===== src/rtl/div_pkg.sv =====
// Shared definitions for the divider-sharing arbiter.
// Holds the default divider latency and operand width, and the tag type that
// travels alongside each issued division so its result can be routed back to
// the requester that issued it.
package div_pkg;

  localparam int DIV_LATENCY_DEFAULT = 11;
  localparam int WIDTH_DEFAULT       = 64;

  // Fixed tag index width; supports up to 256 requesters.
  localparam int TAG_IDX_W = 8;

  typedef struct packed {
    logic                 valid;
    logic [TAG_IDX_W-1:0] index;
  } tag_t;

endpackage


===== src/rtl/rr_arbiter.sv =====
// Round-robin arbiter, purely combinational.
// Ports:
//   i_req   - request vector, one bit per requester
//   i_ptr   - index of the most recently granted requester; the search
//             starts one position above it and wraps
//   o_grant - one-hot grant, all zero when no request is set
module rr_arbiter #(
  parameter int NUM_REQ = 4,
  parameter int IDX_W   = (NUM_REQ > 1) ? $clog2(NUM_REQ) : 1
) (
  input  logic [NUM_REQ-1:0] i_req,
  input  logic [IDX_W-1:0]   i_ptr,
  output logic [NUM_REQ-1:0] o_grant
);

  logic [IDX_W-1:0] w_idx;
  logic             w_found;

  always_comb begin
    o_grant = '0;
    w_found = 1'b0;
    w_idx   = '0;
    for (int k = 1; k <= NUM_REQ; k++) begin
      w_idx = IDX_W'((int'(i_ptr) + k) % NUM_REQ);
      if (!w_found && i_req[w_idx]) begin
        o_grant[w_idx] = 1'b1;
        w_found        = 1'b1;
      end
    end
  end

endmodule


===== src/rtl/div_pipe_arbiter.sv =====
// Shares one pipelined divider among NUM_REQ requesters.
// Ports:
//   clk, rst                    - clock, synchronous active-high reset
//   req_valid / req_ready       - per-requester handshake (ready is the
//                                 combinational one-hot grant)
//   req_dividend / req_divisor  - packed operands, slice i for requester i
//   hold                        - blocks new accepts only
//   div_start / div_dividend /
//   div_divisor                 - issue port to the divider
//   div_data_valid /
//   div_quotient / div_by_zero  - divider result port
//   rsp_valid                   - one-hot result strobe
//   rsp_quotient /
//   rsp_div_by_zero             - shared result bus
//   err_sync                    - sticky tag/result misalignment flag
module div_pipe_arbiter
  import div_pkg::*;
#(
  parameter int NUM_REQ     = 4,
  parameter int WIDTH       = WIDTH_DEFAULT,
  parameter int DIV_LATENCY = DIV_LATENCY_DEFAULT,
  parameter int MAX_OUT     = 4
) (
  input  logic                     clk,
  input  logic                     rst,
  input  logic [NUM_REQ-1:0]       req_valid,
  output logic [NUM_REQ-1:0]       req_ready,
  input  logic [NUM_REQ*WIDTH-1:0] req_dividend,
  input  logic [NUM_REQ*WIDTH-1:0] req_divisor,
  input  logic                     hold,
  output logic                     div_start,
  output logic [WIDTH-1:0]         div_dividend,
  output logic [WIDTH-1:0]         div_divisor,
  input  logic                     div_data_valid,
  input  logic [WIDTH-1:0]         div_quotient,
  input  logic                     div_by_zero,
  output logic [NUM_REQ-1:0]       rsp_valid,
  output logic [WIDTH-1:0]         rsp_quotient,
  output logic                     rsp_div_by_zero,
  output logic                     err_sync
);

  localparam int IDX_W = (NUM_REQ > 1) ? $clog2(NUM_REQ) : 1;
  localparam int CNT_W = $clog2(MAX_OUT + 1);

  logic [IDX_W-1:0]   r_rr_ptr;
  logic [CNT_W-1:0]   r_out_cnt [NUM_REQ];
  logic               r_div_start;
  logic [WIDTH-1:0]   r_div_dividend;
  logic [WIDTH-1:0]   r_div_divisor;
  logic [IDX_W-1:0]   r_issue_idx;
  tag_t               r_tag [DIV_LATENCY];
  logic [NUM_REQ-1:0] r_rsp_valid;
  logic [WIDTH-1:0]   r_rsp_quotient;
  logic               r_rsp_div_by_zero;
  logic               r_err_sync;

  logic [NUM_REQ-1:0] w_elig;
  logic [NUM_REQ-1:0] w_grant;
  logic               w_xfer;
  logic [IDX_W-1:0]   w_gidx;
  logic [WIDTH-1:0]   w_sel_dvd;
  logic [WIDTH-1:0]   w_sel_dvs;
  tag_t               w_exit;
  logic               w_rsp_fire;
  logic               w_mismatch;
  logic [NUM_REQ-1:0] w_rsp_onehot;

  // A requester at its credit limit is let back in during the same cycle its
  // response strobe is out, since that strobe is what frees the credit.
  always_comb begin
    w_elig = '0;
    for (int i = 0; i < NUM_REQ; i++) begin
      w_elig[i] = req_valid[i] & ~hold & ~rst &
                  ((r_out_cnt[i] < CNT_W'(MAX_OUT)) | r_rsp_valid[i]);
    end
  end

  rr_arbiter #(
    .NUM_REQ (NUM_REQ),
    .IDX_W   (IDX_W)
  ) u_arb (
    .i_req   (w_elig),
    .i_ptr   (r_rr_ptr),
    .o_grant (w_grant)
  );

  assign req_ready = w_grant;
  assign w_xfer    = |w_grant;

  always_comb begin
    w_gidx    = '0;
    w_sel_dvd = '0;
    w_sel_dvs = '0;
    for (int i = 0; i < NUM_REQ; i++) begin
      if (w_grant[i]) begin
        w_gidx    = IDX_W'(i);
        w_sel_dvd = req_dividend[i*WIDTH +: WIDTH];
        w_sel_dvs = req_divisor[i*WIDTH +: WIDTH];
      end
    end
  end

  assign w_exit     = r_tag[DIV_LATENCY-1];
  assign w_rsp_fire = div_data_valid & w_exit.valid;
  assign w_mismatch = div_data_valid ^ w_exit.valid;

  always_comb begin
    w_rsp_onehot = '0;
    for (int i = 0; i < NUM_REQ; i++) begin
      w_rsp_onehot[i] = w_rsp_fire && (w_exit.index == TAG_IDX_W'(i));
    end
  end

  always_ff @(posedge clk) begin
    if (rst) begin
      r_rr_ptr          <= IDX_W'(NUM_REQ - 1);
      r_div_start       <= 1'b0;
      r_div_dividend    <= '0;
      r_div_divisor     <= '0;
      r_issue_idx       <= '0;
      r_rsp_valid       <= '0;
      r_rsp_quotient    <= '0;
      r_rsp_div_by_zero <= 1'b0;
      r_err_sync        <= 1'b0;
      for (int k = 0; k < DIV_LATENCY; k++) r_tag[k] <= '0;
      for (int i = 0; i < NUM_REQ; i++) r_out_cnt[i] <= '0;
    end else begin
      // Accept -> issue register
      r_div_start <= w_xfer;
      if (w_xfer) begin
        r_rr_ptr       <= w_gidx;
        r_issue_idx    <= w_gidx;
        r_div_dividend <= w_sel_dvd;
        r_div_divisor  <= w_sel_dvs;
      end

      // Issue -> tag pipeline; the tag shadows the divider so its exit lines
      // up with div_data_valid
      r_tag[0] <= '{valid: r_div_start, index: TAG_IDX_W'(r_issue_idx)};
      for (int k = 1; k < DIV_LATENCY; k++) r_tag[k] <= r_tag[k-1];

      // Divider result -> response register
      r_rsp_valid <= w_rsp_onehot;
      if (w_rsp_fire) begin
        r_rsp_quotient    <= div_quotient;
        r_rsp_div_by_zero <= div_by_zero;
      end
      if (w_mismatch) r_err_sync <= 1'b1;

      for (int i = 0; i < NUM_REQ; i++) begin
        if (w_grant[i] && !r_rsp_valid[i])
          r_out_cnt[i] <= r_out_cnt[i] + CNT_W'(1);
        else if (!w_grant[i] && r_rsp_valid[i])
          r_out_cnt[i] <= r_out_cnt[i] - CNT_W'(1);
      end
    end
  end

  assign div_start       = r_div_start;
  assign div_dividend    = r_div_dividend;
  assign div_divisor     = r_div_divisor;
  assign rsp_valid       = r_rsp_valid;
  assign rsp_quotient    = r_rsp_quotient;
  assign rsp_div_by_zero = r_rsp_div_by_zero;
  assign err_sync        = r_err_sync;

endmodule


===== config.mk =====
export PLATFORM = sky130hd
export DESIGN_NAME = div_pipe_arbiter
export DESIGN_NICKNAME = d
export VERILOG_FILES = /design/src/rtl/div_pkg.sv /design/src/rtl/rr_arbiter.sv /design/src/rtl/div_pipe_arbiter.sv
export SDC_FILE = /design/constraint.sdc
export NUM_CORES = 1
export LEC_CHECK = 0
export CAP_MARGIN = 20
export CELL_PAD_IN_SITES_DETAIL_PLACEMENT = 2
export CELL_PAD_IN_SITES_GLOBAL_PLACEMENT = 2
export CORE_AREA = 5 5 306 308
export CTS_CLUSTER_DIAMETER = 100
export DETAILED_ROUTE_END_ITERATION = 16
export DIE_AREA = 0 0 311 313
export PLACE_DENSITY = 0.63
export SYNTH_ARGS = -nofsm -noshare
export SYNTH_HDL_FRONTEND = slang
export SYNTH_HIERARCHICAL = 1
export SYNTH_SLANG_ARGS = --single-unit

===== constraint.sdc =====
create_clock -name clk -period 3.9 [get_ports clk]
set_input_delay 0.39 -clock clk [delete_from_list [all_inputs] [get_ports clk]]
set_output_delay 0.39 -clock clk [all_outputs]
set_load 0.005 [all_outputs]

==> summary.md <==
| Metric | Value |
|---|---|
| Status | `finished, final reports clean` |
| Fillers | `10155` |
| Slew Viols, Final | `0` |
| Die height | `313 um` |
| Mapped Nets | `1781` |
| PD cells | `589 nW/um^2` |
| Buf+Inv Stages, Crit Path | `4` |
| CTS H-tree depth | `2` |
| Net Sw Power | `0.00508 W` |
| Cells along the critical path | `inv_1 -> ha_1 -> mux4_2 -> buf_4 -> nor4b_4 -> nand2_1 -> o211ai_1 -> buf_4 -> clkdlybuf4s50_1` |
| Final hold violation count | `0` |
| Hold Crit Class | `in2reg` |
| Worst Path Required | `3.51 ns` |
| Gr ovfl total | `0` |
| Synth Area in Compound Gates | `32.6%` |
| Clk_lat worst skew | `0.57 ns` |
| Area growth, synth to finish | `97.8%` |
| Initial antenna violation count | `45` |
| Max-cap violations | `0` |
| Vias | `13821` |
| TritonRoute pass-1 iters | `5` |
| Max Freq | `0.267 GHz` |
| Synth Cell Area | `11300 um^2` |
| Final core utilization | `24.5%` |
| Vias in the first global route | `15504` |
| Fin cells | `3194` |
| # setup viols final | `0` |
| Final ANT Viol Nets | `0` |
| Gate Count Post-Synth | `1182` |
| Worst slew pin tran | `0.804 ns` |
| Avg Cell Area, Syn | `9.53 um^2` |
| Simple-gate share of the synthesized area | `6.84%` |
| Clock Path Buffers | `3` |
| Total negative setup slack | `0 ns` |
| Drt via density | `4.33` |
| R2r setup slk | `0.25 ns` |
| EDFF count, synth | `12` |
| CP Class | `reg2out` |
| DRC Markers | `0` |
| Post-Place Setup Slack | `-0.0325 ns` |
| CP max FO | `4` |
| First-pass GRT wire length | `113 mm` |
| Wire length per cell | `25.1 um` |
| Clock slew at reported path FFs | `0.06 ns` |
| Combinational share of power | `49.2%` |
| Register share of total power | `25.3%` |
| CTS root buf | `clkbuf_16` |
| Io pins | `788` |
| Crit path max-delay family | `buffers and inverters` |
| Startpoint Class | `flop` |
| Cts hold-fix bufs | `0` |
| Setup ws final | `0.150 ns` |
| Yosys warning total | `6` |
| DIE WIDTH | `311 um` |
| Buffers on Ports | `787` |
| CTS tree | `done` |
| Initial core utilization | `12.4%` |
| Internal power | `0.00804 W` |
| Synth Area in XOR/XNOR | `1.01%` |
| Worst vdd ir | `0.488 mV` |
| Crit-path max cell delay | `0.56 ns` |
| Mux cell area share after synthesis | `6.73%` |
| Synth Flop Type | `dfxtp_1` |
| Die ar. | `97300 um^2` |
| Leakage | `7.53 nW` |
| Final setup skew | `0.0252 ns` |
| Layout net count | `2562` |
| CP arrival | `3.36 ns` |
| Largest net degree at the start of global routing | `103` |
| Slowest CP cell | `clkdlybuf4s50_1` |
| Post-synthesis async set-or-reset flop share | `0%` |
| Worst path most repeated cell | `buf_4` |
| Final period util | `96.2%` |
| Row count | `111` |
| Core ar. | `90800 um^2` |
| Sw Ratio | `38.7%` |
| Final min period | `3.75 ns` |
| Starting DRT DRC Count | `617` |
| Sequential-to-total area share from yosys stat | `45.1%` |
| RSZ-0062 raised after global routing | `false` |
| GRT Util Overall | `15.5%` |
| Clock sinks | `248` |
| Flops & latches, synth | `248` |
| WL final | `80.2 mm` |
| Gpl congestion | `0.882` |
| Main combinational cell family by area after synthesis | `compound AO/OA/AOI/OAI gates` |
| Post-Place Cells | `3104` |
| Post-Synth Adder-Cell Area | `1.56%` |
| Rel. slew slack | `46.4%` |
| HPWL Detailed | `62.7 mm` |
| Critical path endpoint category | `primary output` |
| Share of layout cells above drive strength 1 | `7.60%` |
| Post-synthesis cell type count | `42` |
| Clock power frac | `25.5%` |
| Number of buffers created by CTS | `37` |
==> area by class of cell <==
| type | instances | area (um^2) | area share, % |
|---|---|---|---|
| antenna | 22 | 55.1 | 0.247 |
| inverter | 14 | 67.6 | 0.303 |
| timing repair buffer | 877 | 8880 | 39.8 |
| clock inverter | 14 | 203 | 0.909 |
| clock buffer | 48 | 998 | 4.48 |
| multi-input combinational | 785 | 5510 | 24.7 |
| tap | 1186 | 1480 | 6.66 |
| sequential | 248 | 5080 | 22.8 |
==> timing repair <==
item | 4_1_cts | 5_1_grt
gates resized for setup | 2 | 2
setup buffers | 3 | 2
setup endpoints to repair | 3 | 3
endpoints found under the hold margin | 0 | 0
==> metal layers <==
layer	track usage [%]	vias to the layer above	part of all wire, %
li1	-	6226	-
met1	17.7	6797	39
met2	25.9	649	48
met3	6.81	135	9.7
met4	5.46	14	3.2
met5	0	-	0.10
==> Yosys cell counts (13+ instances only) <==
master / number / area share, %
nor2b_1: 38 / 2.1
mux2i_1: 66 / 5.9
nor2_1: 78 / 2.6
o221ai_1: 128 / 10
clkbuf_1: 94 / 3.1
buf_2: 22 / 0.98
buf_6: 13 / 1.3
a22oi_1: 129 / 8.6
dfxtp_1: 236 / 42
a31oi_1: 128 / 7.1
o21ai_0: 129 / 5.7
ha_1: 14 / 1.6
==> path summary, 6_finish.rpt <==
| path | cells after the start | endpoint | start |
|---|---|---|---|
| setup reg to reg | 14 | div_divisor[59] | r_out_cnt[1][2] |
| setup / recovery | 9 | req_ready[0] | r_rr_ptr[1] |
| hold / removal | 3 | r_tag[8][8] | rst |
| hold reg to reg | 1 | r_tag[6][0] | r_tag[5][0] |
==> sequential cells by signal, summed over array words and instances, names as in the netlist <==
signal           flops
rsp_valid            4
div_divisor         64
r_tag               33
rsp_div_by_zero      1
div_start            1
r_issue_idx          2
rsp_quotient        64
r_out_cnt           12
div_dividend        64
r_rr_ptr             2
err_sync             1
==> cells in the final DEF (no fill, tap or decap), types with 3 or more instances in the layout <==
| cell | count |
|---|---|
| a21oi_1 | 7 |
| a22oi_1 | 129 |
| a31oi_1 | 128 |
| and3_1 | 3 |
| buf_12 | 25 |
| buf_4 | 65 |
| clkbuf_1 | 9 |
| clkbuf_16 | 38 |
| clkdlybuf4s50_1 | 784 |
| clkinv_1 | 4 |
| clkinv_16 | 3 |
| dfxtp_1 | 236 |
| diode_2 | 22 |
| edfxtp_1 | 12 |
| ha_1 | 13 |
| inv_1 | 11 |
| mux2i_1 | 66 |
| mux4_2 | 3 |
| nand2_1 | 11 |
| nor2_1 | 77 |
| nor2b_1 | 37 |
| nor3_1 | 5 |
| nor3b_1 | 9 |
| o211ai_1 | 5 |
| o21ai_0 | 129 |
| o221ai_1 | 128 |
| xnor2_1 | 8 |
| xor2_1 | 5 |
==> power by group through the flow <==
stage	Clock [W]	Sequential, W	Combinational (W)
CTS	0.00350	0.00332	0.00655
global route	0.00361	0.00336	0.00700
global placement	0	0.00334	0.00628
finish	0.00335	0.00331	0.00646
detailed placement	0	0.00336	0.00651
floorplan	0	0.00335	0.00307
==> worst min-delay path, stage by stage <==
cell and delay, ns:
buf_4 0.16, buf_4 0.23, nor2b_1 0.06
==> kinds of logic after synthesis <==
logic type / Yosys count
AOI/OAI and AO/OA: 534
xor gates and xnor gates: 13
adders and majority gates: 14
buffers and inverters: 149
DFF: 248
muxes: 70
and+or+nand+nor: 154
==> per-stage QoR <==
step,area (um^2),total power (W),hold slack [ns]
2_1_floorplan,11300,0.00642,0.414
5_1_grt,22300,0.0140,0.301
3_3_place_gp,21000,0.00962,0.416
6_report,22300,0.0131,0.330
3_5_place_dp,21000,0.00987,0.425
4_1_cts,22200,0.0134,0.295
Power figures use the tool's default switching activity.
==> RTL change 1, RTL diff (same flow settings) <==
Reset style: asynchronous (`rst`), changed in one clocked block. Comments in the files are not updated.
--- a/src/rtl/div_pipe_arbiter.sv
+++ b/src/rtl/div_pipe_arbiter.sv
@@ -112,7 +112,7 @@
     end
   end
 
-  always_ff @(posedge clk) begin
+  always_ff @(posedge clk or posedge rst) begin
     if (rst) begin
       r_rr_ptr          <= IDX_W'(NUM_REQ - 1);
       r_div_start       <= 1'b0;
Check against the original RTL: differs if rst is asserted again (counterexample within 4 cycles, from zero or initial values and one cycle with rst high); with rst held inactive, the same outputs for 4 cycles.
==> RTL change 1 against the unedited design <==
- first-iteration DRC count fell by 8.3%
- fmax rose by 0.42%
- worst hold slack improved by 0.011 ns
- sequential power rose by 42%
- power rose by 36%
- area after synthesis rose by 15%
- sequential share of layout area rose by 3.2 points
- routed wire length fell by 6.1%
- sequential cell count did not move
- final area rose by 6.9%
- setup slack improved by 0.016 ns
- cell count fell by 0.59%
- critical path type is now reg -> reg
==> RTL change 1: results (changes against the unedited design) <==
Parameter                              Value

Hold path
  Worst min-delay path category ... reg -> reg (was in -> reg)
  Launch point of the worst hold path ... r_tag[53] (was rst)

Worst setup path
  Terminus of the critical flop-to-flop path ... div_divisor[57] (was div_divisor[59])
  Max FO, Critical Path ... 23 (was 4)
  Slowest stage cell on the critical path ... sky130_fd_sc_hd__a2111oi_0 (was sky130_fd_sc_hd__clkdlybuf4s50_1)
  Minimum setup slack among reg-to-reg paths ... 0.17 ns (was 0.25 ns)
  Category of the critical setup timing path ... reg -> reg (was reg -> out)
  Worst EP arrival ... 4.22 ns (was 3.36 ns)
  Delay of the slowest critical-path stage ... 0.61 ns (was 0.56 ns)
  CP Launch Point ... r_out_cnt[11] (was r_rr_ptr[1])

Routing
  Number of DRC violations after detailed-routing iteration 0 ... 566 (was 617)
  Routed Wire Length ... 75,320 um (was 80,250 um)
  Post-DR wirelength/cell ... 23.72 um (was 25.12 um)

Layout
  Number of nets in the layout ... 2,556 (was 2,562)
  Filler cell count ... 10,039 (was 10,155)
  Share of final-layout standard cells stronger than drive strength 1 ... 10.65% (was 7.603%)

Yosys
  Fraction of synthesized area in multiplexers ... 6.768% (was 6.731%)
  Post-synth top cells ... 246 x sky130_fd_sc_hd__dfrtp_1, 139 x sky130_fd_sc_hd__nand2_1, 135 x sky130_fd_sc_hd__a21oi_1 (was 236 x sky130_fd_sc_hd__dfxtp_1, 129 x sky130_fd_sc_hd__a22oi_1, 129 x sky130_fd_sc_hd__o21ai_0)
  Count of unique library cells instantiated by Yosys ... 31 (was 42)
  Adder-cell share of the synthesized area ... 1.878% (was 1.555%)
  Asr flop ratio synth ... 100.0% (was 0%)
  Share of synthesized area occupied by flip-flops and latches ... 48.04% (was 45.14%)
  Share of the synthesized area in compound gates (AO/OA/AOI/OAI) ... 24.37% (was 32.58%)
  Xor-xnor portion of the synthesized cell area ... 0.8133% (was 1.011%)

STA
  Max_slew headroom ... 52.53% (was 46.41%)
  Final clock skew ... 0.02349 ns (was 0.02516 ns)

Clocking
  CTS Buf Count ... 36 (was 37)

Run status
  Outcome ... complete, no violations (unchanged)

Placed design
  Number of placed instances, taps included ... 3,096 (was 3,104)
  Last weighted congestion value of the routability-driven placer ... 0.8376 (was 0.8824)
  Total placed instance area ... 0.02254 sq mm (was 0.02097 sq mm)

Pwr
  Internal power consumption ... 11,510 uW (was 8044 uW)

Global route
  Antenna violations before repair ... 10 (was 45)
  Wire length of the first global-routing pass ... 108,600 um (was 113,000 um)
## RTL change 1: cell count changes after synthesis, sizes merged, moves of 128 or more
cell	change
dfxtp	-236
a221o	+128
a21oi	+128
o22a	+128
o221ai	-128
o21ai	-131
nand3b	+128
a31oi	-128
nand2	+128
a22oi	-129
dfrtp	+246
## RTL change 1: how the worst min path moves through the flow
stage | cells past startpoint | slack [ns] | end
floorplan | 0 | 0.33 | r_tag[0]
global placement | 0 | 0.33 | r_tag[73]
detailed placement | 0 | 0.34 | r_tag[46]
CTS | 0 | 0.34 | r_tag[44]
global route | 0 | 0.35 | r_tag[37]
finish | 0 | 0.34 | r_tag[44]
## RTL change 1: power by group through the flow
stage                     registers (uW)  logic (uW)  clock network [uW]
final                               4700        9770                3410
after CTS                           4750       10000                3570
after global placement              4700        9720                   0
after detailed placement            4770        9950                   0
after global routing                4870       10500                3680
after floorplan                     4690        4790                   0
## RTL change 1: repair_timing
item                                   4_1_cts  5_1_grt
pin swaps                                    2        1
hold buffers                                 0        0
endpoints found under the hold margin        0        0
setup endpoints to repair                    4        5
resized for setup                            3        1
setup buffers                                5        1
## RTL change 1: routing by layer
metal  global-route usage, %  up-vias  share of wire (%)
li1                        -     6041                  -
met1                   15.95     6733                 37
met2                   27.16      546                 52
met3                   5.084       88                8.0
met4                   3.998        0                2.3
met5                       0        -                  0
## RTL change 1: metrics by stage
step / util (%) / setup slack [ns]
floorplan: - / 0.2519
global placement: 24.80 / 0.02839
detailed placement: 24.82 / -0.07607
CTS: 26.20 / 0.02633
global route: 26.22 / 0.05051
finish: 26.23 / 0.1657
## RTL change 1: cell families after synthesis
logic type      Yosys count
fa+ha+maj                17
buf+inv                 144
simple gates            287
mux                      73
xor+xnor                 12
flops                   248
compound gates          400
## RTL change 1: final cells by class
class                           instances  share of cell area [%]
Tap cell                             1186                   6.229
Antenna cell                            8                 0.08403
Clock buffer                           51                   4.354
Sequential cell                       248                   26.06
Multi-Input combinational cell        789                   25.25
Inverter                               20                  0.3519
Clock inverter                         14                  0.7668
Timing Repair Buffer                  859                   36.91
## RTL change 1: worst register-to-register path, cell delays in order (launching register included)
cell                        delay, ns
sky130_fd_sc_hd__dfrtp_1         0.42
sky130_fd_sc_hd__a2111oi_0       0.62
sky130_fd_sc_hd__buf_4           0.23
sky130_fd_sc_hd__mux4_2          0.38
sky130_fd_sc_hd__nor3b_1         0.08
sky130_fd_sc_hd__a21oi_1         0.15
sky130_fd_sc_hd__o211ai_1        0.18
sky130_fd_sc_hd__buf_12          0.17
sky130_fd_sc_hd__buf_4           0.21
sky130_fd_sc_hd__nor4b_4         0.36
sky130_fd_sc_hd__buf_12          0.27
sky130_fd_sc_hd__buf_12          0.23
sky130_fd_sc_hd__a221o_1         0.24
sky130_fd_sc_hd__o22a_1          0.15
==> RTL change 2, RTL diff (config.mk and constraints unchanged) <==
Without the edit above. Set the package constant `WIDTH_DEFAULT` to 56 (it was 64).
--- a/src/rtl/div_pkg.sv
+++ b/src/rtl/div_pkg.sv
@@ -5,7 +5,7 @@
 package div_pkg;
 
   localparam int DIV_LATENCY_DEFAULT = 11;
-  localparam int WIDTH_DEFAULT       = 64;
+  localparam int WIDTH_DEFAULT       = 56;
 
   // Fixed tag index width; supports up to 256 requesters.
   localparam int TAG_IDX_W = 8;
Interface: changed (6 resized); port bits go from 788 to 692. No check against the original RTL was run, so the function may have changed too.
==> RTL change 2 against the unedited design <==
- sequential cell count decreased by 24
- non-clock buffer count shrank 129
- critical path type is now in -> out
- critical endpoint is now req_ready[2]
- cell count is 7.9% lower
- clock skew fell by 0.0095 ns
- clock power down 12%
- final area down 11%
- power fell by 13%
- routed wire length shrank 18%
- sequential share of layout area up 0.53 points
- via count decreased by 13%
- setup slack got worse by 0.019 ns
- area after synthesis shrank 10%
==> RTL change 2: results (changes against the unedited design) <==
Parameter                              Value

Run status
  Outcome ... complete, no violations (unchanged)

Worst setup path
  Capture point of the worst path ... req_ready[2] (was req_ready[0])
  Slowest stage cell on the critical path ... sky130_fd_sc_hd__mux4_2 (was sky130_fd_sc_hd__clkdlybuf4s50_1)
  Max FO, Critical Path ... 7 (was 4)
  Terminus of the critical flop-to-flop path ... r_out_cnt[2][2] (was div_divisor[59])
  Worst EP arrival ... 3.38 ns (was 3.36 ns)
  Length in cells of the worst reg-to-reg path ... 13 (was 14)

Global route
  Met3 Use GR ... 3.775% (was 6.810%)
  GR met2 Demand/Resource ... 21.99% (was 25.93%)
  Routing usage on met1 ... 15.43% (was 17.75%)
  Number of global-route vias before repair ... 13,566 (was 15,504)
  Combined global-route utilization of all metal layers ... 12.74% (was 15.53%)

Pwr
  Max VDD drop ... 0.3501 mV (was 0.4879 mV)

Hold path
  End point of the most critical hold path ... rsp_div_by_zero (was r_tag[8][8])

Layout
  Multi-input logic portion of the cell area ... 25.17% (was 24.74%)
  Share of final-layout standard cells stronger than drive strength 1 ... 6.922% (was 7.603%)
  Proportion of cell area occupied by registers ... 23.35% (was 22.82%)
  Post-route cell area ... 0.01975 sq mm (was 0.02229 sq mm)
  Count of antenna diodes in the layout ... 7 (was 22)
  Number of nets in the layout ... 2,251 (was 2,562)
  Clk tree area frac ... 5.252% (was 5.390%)
  Relative area of non-clock buffer cells in the final design ... 38.31% (was 39.85%)

Clocking
  Later-pin clock latency in the skew report ... 0.60 ns (was 0.57 ns)
  CTS Buf Count ... 31 (was 37)
  Number of post-CTS setup repair buffers ... 1 (was 3)

Yosys
  Combined area of all synthesized cells ... 0.01013 sq mm (was 0.01126 sq mm)
  Synthesized net count ... 1,590 (was 1,781)

Placed design
  Number of placed instances, taps included ... 2,872 (was 3,104)
  Setup slack after placement ... 0.02318 ns (was -0.03251 ns)

Routing
  Routed length on met1 ... 27,010 um (was 31,610 um)
[RTL change 2: report_power, final]
group | switching (uW) | total, uW | internal (uW) | leakage [uW]
combinational | 2920 | 5400 | 2480 | 0.00424
sequential | 274 | 3030 | 2750 | 0.00186
clock | 1160 | 2940 | 1780 | 0.000510
total | 4360 | 11400 | 7020 | 0.00660
[RTL change 2: cell families (layout without fill, tap and decap cells)]
logic type	after synthesis	after routing	synth area share, %
simple gates	146	146	7.277
fa+ha+maj	14	14	1.730
xor+xnor	13	13	1.124
other cells	0	7	0
flops	224	224	45.47
buf+inv	134	819	5.819
compound gates	470	470	31.89
mux	62	62	6.696
[RTL change 2: worst max-delay path, delay by kind of cell]
kind	cells	cell delay, ns
buffers and inverters	4	1.47
AND/OR/NAND/NOR	4	0.73
multiplexers	1	0.59
AO/OA/AOI/OAI	1	0.19
